===== src/rtl/echo_request_input_if.sv =====
// Request-side portal bus for the Echo demarshaller: software-facing
// message-size query and request channels, plus the user-facing say/say2
// invocation handshakes and the overflow drop counter.
interface echo_request_input_if;
    logic [15:0] portalIfc_messageSize_size_methodNumber;
    logic [15:0] portalIfc_messageSize_size;
    logic        RDY_portalIfc_messageSize_size;

    logic [31:0] portalIfc_requests_0_enq_v;
    logic        EN_portalIfc_requests_0_enq;
    logic        RDY_portalIfc_requests_0_enq;
    logic        portalIfc_requests_0_notFull;
    logic        RDY_portalIfc_requests_0_notFull;

    logic [31:0] portalIfc_requests_1_enq_v;
    logic        EN_portalIfc_requests_1_enq;
    logic        RDY_portalIfc_requests_1_enq;
    logic        portalIfc_requests_1_notFull;
    logic        RDY_portalIfc_requests_1_notFull;

    logic [31:0] ifc_say_v;
    logic        EN_ifc_say;
    logic        RDY_ifc_say;

    logic [15:0] ifc_say2_a;
    logic [15:0] ifc_say2_b;
    logic        EN_ifc_say2;
    logic        RDY_ifc_say2;

    logic [15:0] drop_count;

    // Demarshaller side
    modport slave (
        input  portalIfc_messageSize_size_methodNumber,
        output portalIfc_messageSize_size,
        output RDY_portalIfc_messageSize_size,
        input  portalIfc_requests_0_enq_v,
        input  EN_portalIfc_requests_0_enq,
        output RDY_portalIfc_requests_0_enq,
        output portalIfc_requests_0_notFull,
        output RDY_portalIfc_requests_0_notFull,
        input  portalIfc_requests_1_enq_v,
        input  EN_portalIfc_requests_1_enq,
        output RDY_portalIfc_requests_1_enq,
        output portalIfc_requests_1_notFull,
        output RDY_portalIfc_requests_1_notFull,
        output ifc_say_v,
        output EN_ifc_say,
        input  RDY_ifc_say,
        output ifc_say2_a,
        output ifc_say2_b,
        output EN_ifc_say2,
        input  RDY_ifc_say2,
        output drop_count
    );

    // Portal control / user module side
    modport master (
        output portalIfc_messageSize_size_methodNumber,
        input  portalIfc_messageSize_size,
        input  RDY_portalIfc_messageSize_size,
        output portalIfc_requests_0_enq_v,
        output EN_portalIfc_requests_0_enq,
        input  RDY_portalIfc_requests_0_enq,
        input  portalIfc_requests_0_notFull,
        input  RDY_portalIfc_requests_0_notFull,
        output portalIfc_requests_1_enq_v,
        output EN_portalIfc_requests_1_enq,
        input  RDY_portalIfc_requests_1_enq,
        input  portalIfc_requests_1_notFull,
        input  RDY_portalIfc_requests_1_notFull,
        input  ifc_say_v,
        input  EN_ifc_say,
        output RDY_ifc_say,
        input  ifc_say2_a,
        input  ifc_say2_b,
        input  EN_ifc_say2,
        output RDY_ifc_say2,
        input  drop_count
    );
endinterface


===== src/rtl/echo_request_input.sv =====
// Echo request demarshaller: two independent per-method FIFOs (say, say2)
// that buffer request words and dispatch them to the user module with a
// ready/enable handshake. No bypass path: a word is visible one cycle
// after it is enqueued, and a full FIFO refuses words even while popping.
module echo_request_input #(
    parameter int DEPTH = 2
) (
    input  logic            CLK,
    input  logic            RST_N,
    echo_request_input_if.slave bus
);
    localparam int PW = $clog2(DEPTH);
    localparam logic [PW-1:0] PTR_ONE    = 1;
    localparam logic [PW:0]   CNT_ONE    = 1;
    localparam logic [PW:0]   FULL_COUNT = DEPTH;

    // Channel-indexed views of the bus so both channels share one generate body
    logic [1:0][31:0] enq_word;
    logic [1:0][31:0] head_word;
    logic [1:0]       enq_strobe;
    logic [1:0]       down_rdy;
    logic [1:0]       not_full;
    logic [1:0]       not_empty;
    logic [1:0]       overflow;

    assign enq_word[0]   = bus.portalIfc_requests_0_enq_v;
    assign enq_word[1]   = bus.portalIfc_requests_1_enq_v;
    assign enq_strobe[0] = bus.EN_portalIfc_requests_0_enq;
    assign enq_strobe[1] = bus.EN_portalIfc_requests_1_enq;
    assign down_rdy[0]   = bus.RDY_ifc_say;
    assign down_rdy[1]   = bus.RDY_ifc_say2;

    genvar gi;
    generate
        for (gi = 0; gi < 2; gi++) begin : g_chan
            logic [31:0]   mem_q [DEPTH];
            logic [PW-1:0] wptr_q, wptr_d;
            logic [PW-1:0] rptr_q, rptr_d;
            logic [PW:0]   count_q, count_d;
            logic          push;
            logic          pop;

            // Full/empty come only from the registered count, so the
            // enqueue-ready outputs have no combinational input path.
            assign not_full[gi]  = (count_q != FULL_COUNT);
            assign not_empty[gi] = (count_q != '0);
            assign push          = enq_strobe[gi] & not_full[gi];
            assign pop           = not_empty[gi] & down_rdy[gi];
            assign overflow[gi]  = enq_strobe[gi] & ~not_full[gi];
            assign head_word[gi] = mem_q[rptr_q];

            // Next-state for pointers and occupancy; pointers wrap naturally
            // because DEPTH is a power of two.
            always_comb begin
                wptr_d  = wptr_q;
                rptr_d  = rptr_q;
                count_d = count_q;
                if (push) begin
                    wptr_d = wptr_q + PTR_ONE;
                end
                if (pop) begin
                    rptr_d = rptr_q + PTR_ONE;
                end
                case ({push, pop})
                    2'b10:   count_d = count_q + CNT_ONE;
                    2'b01:   count_d = count_q - CNT_ONE;
                    default: count_d = count_q;
                endcase
            end

            // Pointer/count state; asynchronous clear discards queued words
            always_ff @(posedge CLK or negedge RST_N) begin
                if (!RST_N) begin
                    wptr_q  <= '0;
                    rptr_q  <= '0;
                    count_q <= '0;
                end else begin
                    wptr_q  <= wptr_d;
                    rptr_q  <= rptr_d;
                    count_q <= count_d;
                end
            end

            // Storage write; contents are not cleared on reset
            always_ff @(posedge CLK) begin
                if (push) begin
                    mem_q[wptr_q] <= enq_word[gi];
                end
            end
        end
    endgenerate

    // Drop counter: both channels may overflow in one cycle, saturating at all-ones
    logic [15:0] drop_count_q, drop_count_d;
    logic [1:0]  drop_inc;
    logic [16:0] drop_sum;

    always_comb begin
        drop_inc     = {1'b0, overflow[0]} + {1'b0, overflow[1]};
        drop_sum     = {1'b0, drop_count_q} + {15'b0, drop_inc};
        drop_count_d = drop_sum[16] ? 16'hFFFF : drop_sum[15:0];
    end

    // Drop counter register
    always_ff @(posedge CLK or negedge RST_N) begin
        if (!RST_N) begin
            drop_count_q <= '0;
        end else begin
            drop_count_q <= drop_count_d;
        end
    end

    // Payload size lookup: both methods carry one 32-bit word
    always_comb begin
        case (bus.portalIfc_messageSize_size_methodNumber)
            16'd0, 16'd1: bus.portalIfc_messageSize_size = 16'd32;
            default:      bus.portalIfc_messageSize_size = 16'd0;
        endcase
    end

    assign bus.RDY_portalIfc_messageSize_size   = 1'b1;

    assign bus.RDY_portalIfc_requests_0_enq     = not_full[0];
    assign bus.portalIfc_requests_0_notFull     = not_full[0];
    assign bus.RDY_portalIfc_requests_0_notFull = 1'b1;
    assign bus.RDY_portalIfc_requests_1_enq     = not_full[1];
    assign bus.portalIfc_requests_1_notFull     = not_full[1];
    assign bus.RDY_portalIfc_requests_1_notFull = 1'b1;

    assign bus.ifc_say_v   = head_word[0];
    assign bus.EN_ifc_say  = not_empty[0] & down_rdy[0];
    assign bus.ifc_say2_a  = head_word[1][31:16];
    assign bus.ifc_say2_b  = head_word[1][15:0];
    assign bus.EN_ifc_say2 = not_empty[1] & down_rdy[1];

    assign bus.drop_count  = drop_count_q;
endmodule


===== src/flat_wrapper.sv =====
// flat-port wrapper written by rule: the top's interface ports become plain ports
module echo_request_input_flat 
#(
    parameter int DEPTH = 2
)
  (CLK, RST_N, bus_portalIfc_messageSize_size_methodNumber, bus_portalIfc_messageSize_size, bus_RDY_portalIfc_messageSize_size, bus_portalIfc_requests_0_enq_v, bus_EN_portalIfc_requests_0_enq, bus_RDY_portalIfc_requests_0_enq, bus_portalIfc_requests_0_notFull, bus_RDY_portalIfc_requests_0_notFull, bus_portalIfc_requests_1_enq_v, bus_EN_portalIfc_requests_1_enq, bus_RDY_portalIfc_requests_1_enq, bus_portalIfc_requests_1_notFull, bus_RDY_portalIfc_requests_1_notFull, bus_ifc_say_v, bus_EN_ifc_say, bus_RDY_ifc_say, bus_ifc_say2_a, bus_ifc_say2_b, bus_EN_ifc_say2, bus_RDY_ifc_say2, bus_drop_count);
  echo_request_input_if bus_i ();
  input  logic CLK;
  input  logic RST_N;
  input wire logic [$bits(bus_i.portalIfc_messageSize_size_methodNumber)-1:0] bus_portalIfc_messageSize_size_methodNumber;
  output wire logic [$bits(bus_i.portalIfc_messageSize_size)-1:0] bus_portalIfc_messageSize_size;
  output wire logic [$bits(bus_i.RDY_portalIfc_messageSize_size)-1:0] bus_RDY_portalIfc_messageSize_size;
  input wire logic [$bits(bus_i.portalIfc_requests_0_enq_v)-1:0] bus_portalIfc_requests_0_enq_v;
  input wire logic [$bits(bus_i.EN_portalIfc_requests_0_enq)-1:0] bus_EN_portalIfc_requests_0_enq;
  output wire logic [$bits(bus_i.RDY_portalIfc_requests_0_enq)-1:0] bus_RDY_portalIfc_requests_0_enq;
  output wire logic [$bits(bus_i.portalIfc_requests_0_notFull)-1:0] bus_portalIfc_requests_0_notFull;
  output wire logic [$bits(bus_i.RDY_portalIfc_requests_0_notFull)-1:0] bus_RDY_portalIfc_requests_0_notFull;
  input wire logic [$bits(bus_i.portalIfc_requests_1_enq_v)-1:0] bus_portalIfc_requests_1_enq_v;
  input wire logic [$bits(bus_i.EN_portalIfc_requests_1_enq)-1:0] bus_EN_portalIfc_requests_1_enq;
  output wire logic [$bits(bus_i.RDY_portalIfc_requests_1_enq)-1:0] bus_RDY_portalIfc_requests_1_enq;
  output wire logic [$bits(bus_i.portalIfc_requests_1_notFull)-1:0] bus_portalIfc_requests_1_notFull;
  output wire logic [$bits(bus_i.RDY_portalIfc_requests_1_notFull)-1:0] bus_RDY_portalIfc_requests_1_notFull;
  output wire logic [$bits(bus_i.ifc_say_v)-1:0] bus_ifc_say_v;
  output wire logic [$bits(bus_i.EN_ifc_say)-1:0] bus_EN_ifc_say;
  input wire logic [$bits(bus_i.RDY_ifc_say)-1:0] bus_RDY_ifc_say;
  output wire logic [$bits(bus_i.ifc_say2_a)-1:0] bus_ifc_say2_a;
  output wire logic [$bits(bus_i.ifc_say2_b)-1:0] bus_ifc_say2_b;
  output wire logic [$bits(bus_i.EN_ifc_say2)-1:0] bus_EN_ifc_say2;
  input wire logic [$bits(bus_i.RDY_ifc_say2)-1:0] bus_RDY_ifc_say2;
  output wire logic [$bits(bus_i.drop_count)-1:0] bus_drop_count;
  assign bus_i.portalIfc_messageSize_size_methodNumber = bus_portalIfc_messageSize_size_methodNumber;
  assign bus_portalIfc_messageSize_size = bus_i.portalIfc_messageSize_size;
  assign bus_RDY_portalIfc_messageSize_size = bus_i.RDY_portalIfc_messageSize_size;
  assign bus_i.portalIfc_requests_0_enq_v = bus_portalIfc_requests_0_enq_v;
  assign bus_i.EN_portalIfc_requests_0_enq = bus_EN_portalIfc_requests_0_enq;
  assign bus_RDY_portalIfc_requests_0_enq = bus_i.RDY_portalIfc_requests_0_enq;
  assign bus_portalIfc_requests_0_notFull = bus_i.portalIfc_requests_0_notFull;
  assign bus_RDY_portalIfc_requests_0_notFull = bus_i.RDY_portalIfc_requests_0_notFull;
  assign bus_i.portalIfc_requests_1_enq_v = bus_portalIfc_requests_1_enq_v;
  assign bus_i.EN_portalIfc_requests_1_enq = bus_EN_portalIfc_requests_1_enq;
  assign bus_RDY_portalIfc_requests_1_enq = bus_i.RDY_portalIfc_requests_1_enq;
  assign bus_portalIfc_requests_1_notFull = bus_i.portalIfc_requests_1_notFull;
  assign bus_RDY_portalIfc_requests_1_notFull = bus_i.RDY_portalIfc_requests_1_notFull;
  assign bus_ifc_say_v = bus_i.ifc_say_v;
  assign bus_EN_ifc_say = bus_i.EN_ifc_say;
  assign bus_i.RDY_ifc_say = bus_RDY_ifc_say;
  assign bus_ifc_say2_a = bus_i.ifc_say2_a;
  assign bus_ifc_say2_b = bus_i.ifc_say2_b;
  assign bus_EN_ifc_say2 = bus_i.EN_ifc_say2;
  assign bus_i.RDY_ifc_say2 = bus_RDY_ifc_say2;
  assign bus_drop_count = bus_i.drop_count;
  echo_request_input #(.DEPTH(DEPTH)) u_core (.CLK(CLK), .RST_N(RST_N), .bus(bus_i));
endmodule

===== config.mk =====
export PLATFORM = sky130hd
export DESIGN_NAME = echo_request_input_flat
export DESIGN_NICKNAME = d
export VERILOG_FILES = /design/src/rtl/echo_request_input_if.sv /design/src/rtl/echo_request_input.sv /design/src/flat_wrapper.sv
export SDC_FILE = /design/constraint.sdc
export NUM_CORES = 1
export LEC_CHECK = 0
export CAP_MARGIN = 20
export CORE_MARGIN = 5
export CORE_UTILIZATION = 45
export CTS_BUF_LIST = sky130_fd_sc_hd__clkbuf_8
export CTS_CLUSTER_DIAMETER = 30
export DETAILED_ROUTE_END_ITERATION = 8
export HOLD_SLACK_MARGIN = 0.08
export PLACE_DENSITY_LB_ADDON = 0.25
export SETUP_SLACK_MARGIN = 0.1
export SLEW_MARGIN = 10
export SYNTH_ARGS = -nofsm -noshare
export SYNTH_HDL_FRONTEND = slang
export SYNTH_SLANG_ARGS = --single-unit

===== constraint.sdc =====
create_clock -name CLK -period 3 [get_ports CLK]
set_input_delay 0.75 -clock CLK [delete_from_list [all_inputs] [get_ports CLK]]
set_output_delay 0.75 -clock CLK [all_outputs]
set_load 0.05 [all_outputs]

==> reports/metrics.yaml <==
die_area_um2: 15800
arrival_ps: 1940
wl_met2_um: 6750
p_sw_w: 0.00371
die_h_um: 126
wl_met3_um: 647
cp_max_fo: 5
worst-path-buf-inv: 1
seqPwrFrac_pct: 31.2
hpwl_um: 8850
core-area_um2: 13100
synth_ff_type: "edfxtp_1"
fin_util_pct: 68.6
slew_viol_final: 0
post-cts-setup-buffers: 0
layout-drive-gt1-share_pct: 34.2
track_usage_pct: 16.5
crit_path_cell_trace: "nand2b_1 > clkdlybuf4s50_1"
dieWidth_um: 126
tightest_slew_ps: 516
critPathSlowestCell: "clkdlybuf4s50_1"
insertion_delay_ps: 430
num_rows: 42
fin_tns_setup_ps: 0
period_minus_slack_ps: 2690
cts_sinks: 152
synthArstFlopShare_pct: 15.8
combPwrFrac_pct: 51.7
post-route-period-util_pct: 89.6
fin_skew_ps: 11.8
yosys.cell_count.top_type: "edfxtp_1"
synth_area_um2: 6000
gr-total-overflow: 0
critPathKind: "register to output port"
crit_path_start_kind: "register"
post_cts_resized: 0
areaGrowthSynthToFinish_pct: 50.1
synth_area_leaders: "edfxtp_1 (64%), mux2_2 (12%), dfrtp_1 (10%), buf_4 (2.5%), xnor2_1 (1.3%)"
yosysWarningCount: 0
vias: 3517
cts_made_buffers: 17
muxShareOfSynthArea_pct: 12.6
start_util_pct: 45.7
synth_common_cells: "edfxtp_1 (128), mux2_2 (66), dfrtp_1 (24)"
internal-power_w: 0.00615
synth_compound_gate_area_share_pct: 1.31
clk_pin_slew_ps: 70
synthXorXnorAreaFrac_pct: 2.19
topRoutingLayerUsed: "met4"
synth_cell_types: 34
avgRoutedWirePerCell_um: 17.5
synth_edf_count: 128
vdd_drop_max_uv: 803
yosysTopAreaCell: "edfxtp_1"
hold_viol_final: 0
postCtsHoldBufs: 0
yosysSeqAreaShare_pct: 74.0
grt_pass1_vias: 3809
cap_violations: 0
ant_nets: 0
clkPwrFrac_pct: 17.1
met1_length_um: 4980
status: "finished clean"
crit_path_end_kind: "output port"
syn_area_per_cell_um2: 17.6
grt_max_degree: 33
relSlewSlack_pct: 65.5
yosys.area_share.simple_pct: 5.40
clock-root-buffer: "clkbuf_8"
fillCellCount: 925
dr.pass1.iters: 4
setup_viol: 0
dr.first_iter.drc_count: 192
grt_pass1_wl_um: 20100
required_ps: 2250
switching_share_pct: 37.7
cts_tree: "done"
syn-instance-count: 342
h-tree-depth: 4
port_buffers: 171
via_per_inst: 4.91
clock_path_buffers: 2
gp_congestion: 0.822
synth_top_family_by_area: "multiplexers"
wl_um: 12600
drc: 0
synthDominantCellAreaShare_pct: 64.0
ios: 191
fmax_ghz: 0.372
layout.nets: 618
p_per_area_nw_per_um2: 1090
cp_top_family: "buffers and inverters"
synth_fa_ha_area_share_pct: 0.959
critPathMaxStageDelay_ps: 840
num_antenna_cells: 0
synth-seq-cells: 152
hp-class: "register to register"
total_power_w: 0.00986
antenna_found_initial: 0
leakage_nw: 3.36
rsz0062_at_grt: "false"
-- final timing paths --
kind                                                          from                                  end  slack (ps)  cells after the start
max                        u_core.g_chan[0].count_q[0]$_DFFE_PN0P_     bus_portalIfc_requests_0_notFull         310                      2
min                            u_core.g_chan[0].rptr_q$_DFFE_PN0P_  u_core.g_chan[0].rptr_q$_DFFE_PN0P_         470                      1
max reg2reg                u_core.g_chan[0].count_q[0]$_DFFE_PN0P_  u_core.bus.drop_count[14]$_DFF_PN0_         740                      7
min reg2reg                    u_core.g_chan[0].rptr_q$_DFFE_PN0P_  u_core.g_chan[0].rptr_q$_DFFE_PN0P_         470                      1
max in group asynchronous                                    RST_N  u_core.g_chan[0].wptr_q$_DFFE_PN0P_        2070                      2
min in group asynchronous                                    RST_N  u_core.bus.drop_count[12]$_DFF_PN0_         680                      2
-- cell usage in the layout, fill, tap and decap left out, types with 2 or more instances in the layout --
cell,instances
edfxtp_1,128
clkdlybuf4s50_1,104
buf_12,68
mux2_2,66
dfrtp_1,24
clkbuf_8,21
conb_1,18
nor2_1,12
xnor2_1,9
buf_4,8
inv_1,7
nand2_1,6
xor2_1,6
nand4_1,5
nand3_1,5
nor3_1,5
nand2_2,5
nor4_1,4
bufinv_16,4
nand2b_1,3
o21a_1,3
a31oi_1,3
a21oi_1,3
and3_1,3
ha_1,3
clkinv_2,3
nand2b_2,2
nor2_4,2
-- flip-flops by register name (all words and copies together) (netlist names) --
signal and cells:
u_core.bus.drop_count 16, u_core.g_chan.wptr_q 2, u_core.g_chan.rptr_q 2, u_core.g_chan.mem_q 128, u_core.g_chan.count_q 4
-- cell type report --
| class | instances | area (µm²) | share of cell area, % |
|---|---|---|---|
| Sequential cell | 152 | 4440 | 49.3 |
| Timing Repair Buffer | 180 | 2460 | 27.3 |
| Multi-Input combinational cell | 173 | 1430 | 15.9 |
| Clock buffer | 21 | 289 | 3.21 |
| Tap cell | 176 | 220 | 2.44 |
| Clock inverter | 11 | 154 | 1.71 |
| Inverter | 4 | 15.0 | 0.167 |
-- routing by layer --
layer | track usage (%) | vias up
li1 | - | 1627
met1 | 19.0 | 1749
met2 | 29.1 | 122
met3 | 4.78 | 19
met4 | 5.99 | 0
met5 | 0 | -
-- stage by stage --
| stage | hold WS, ps | instances | setup slack (ps) | instance area (µm²) |
|---|---|---|---|---|
| after floorplan | 454 | 358 | 453 | 6070 |
| after global placement | 459 | 685 | 163 | 8570 |
| after detailed placement | 459 | 685 | 119 | 8570 |
| after CTS | 473 | 717 | 267 | 9010 |
| after global routing | 496 | 717 | 203 | 9010 |
| final | 467 | 717 | 311 | 9010 |
-- power by group through the flow --
stage / sequential (W) / combinational, W / clock, W
after floorplan: 0.00317 / 0.00269 / 0
after global placement: 0.00309 / 0.00511 / 0
after detailed placement: 0.00312 / 0.00516 / 0
after CTS: 0.00308 / 0.00517 / 0.00173
after global routing: 0.00312 / 0.00530 / 0.00183
final: 0.00308 / 0.00510 / 0.00169
-- cell families after synthesis --
| kind of cell | count (synthesis) |
|---|---|
| XOR/XNOR | 15 |
| AO/OA/AOI/OAI | 12 |
| flip-flops | 152 |
| adder cells (fa/ha/maj) | 4 |
| AND/OR/NAND/NOR | 57 |
| other | 2 |
| buffers and inverters | 33 |
| multiplexers | 67 |
-- worst register-to-register path: cells and delay by family, from the launching register on --
| family | cells | cell delay, ps |
|---|---|---|
| and+or+nand+nor | 4 | 700 |
| adders and majority gates | 2 | 700 |
| DFF | 1 | 420 |
| muxes | 1 | 330 |
Power figures use the tool's default switching activity.
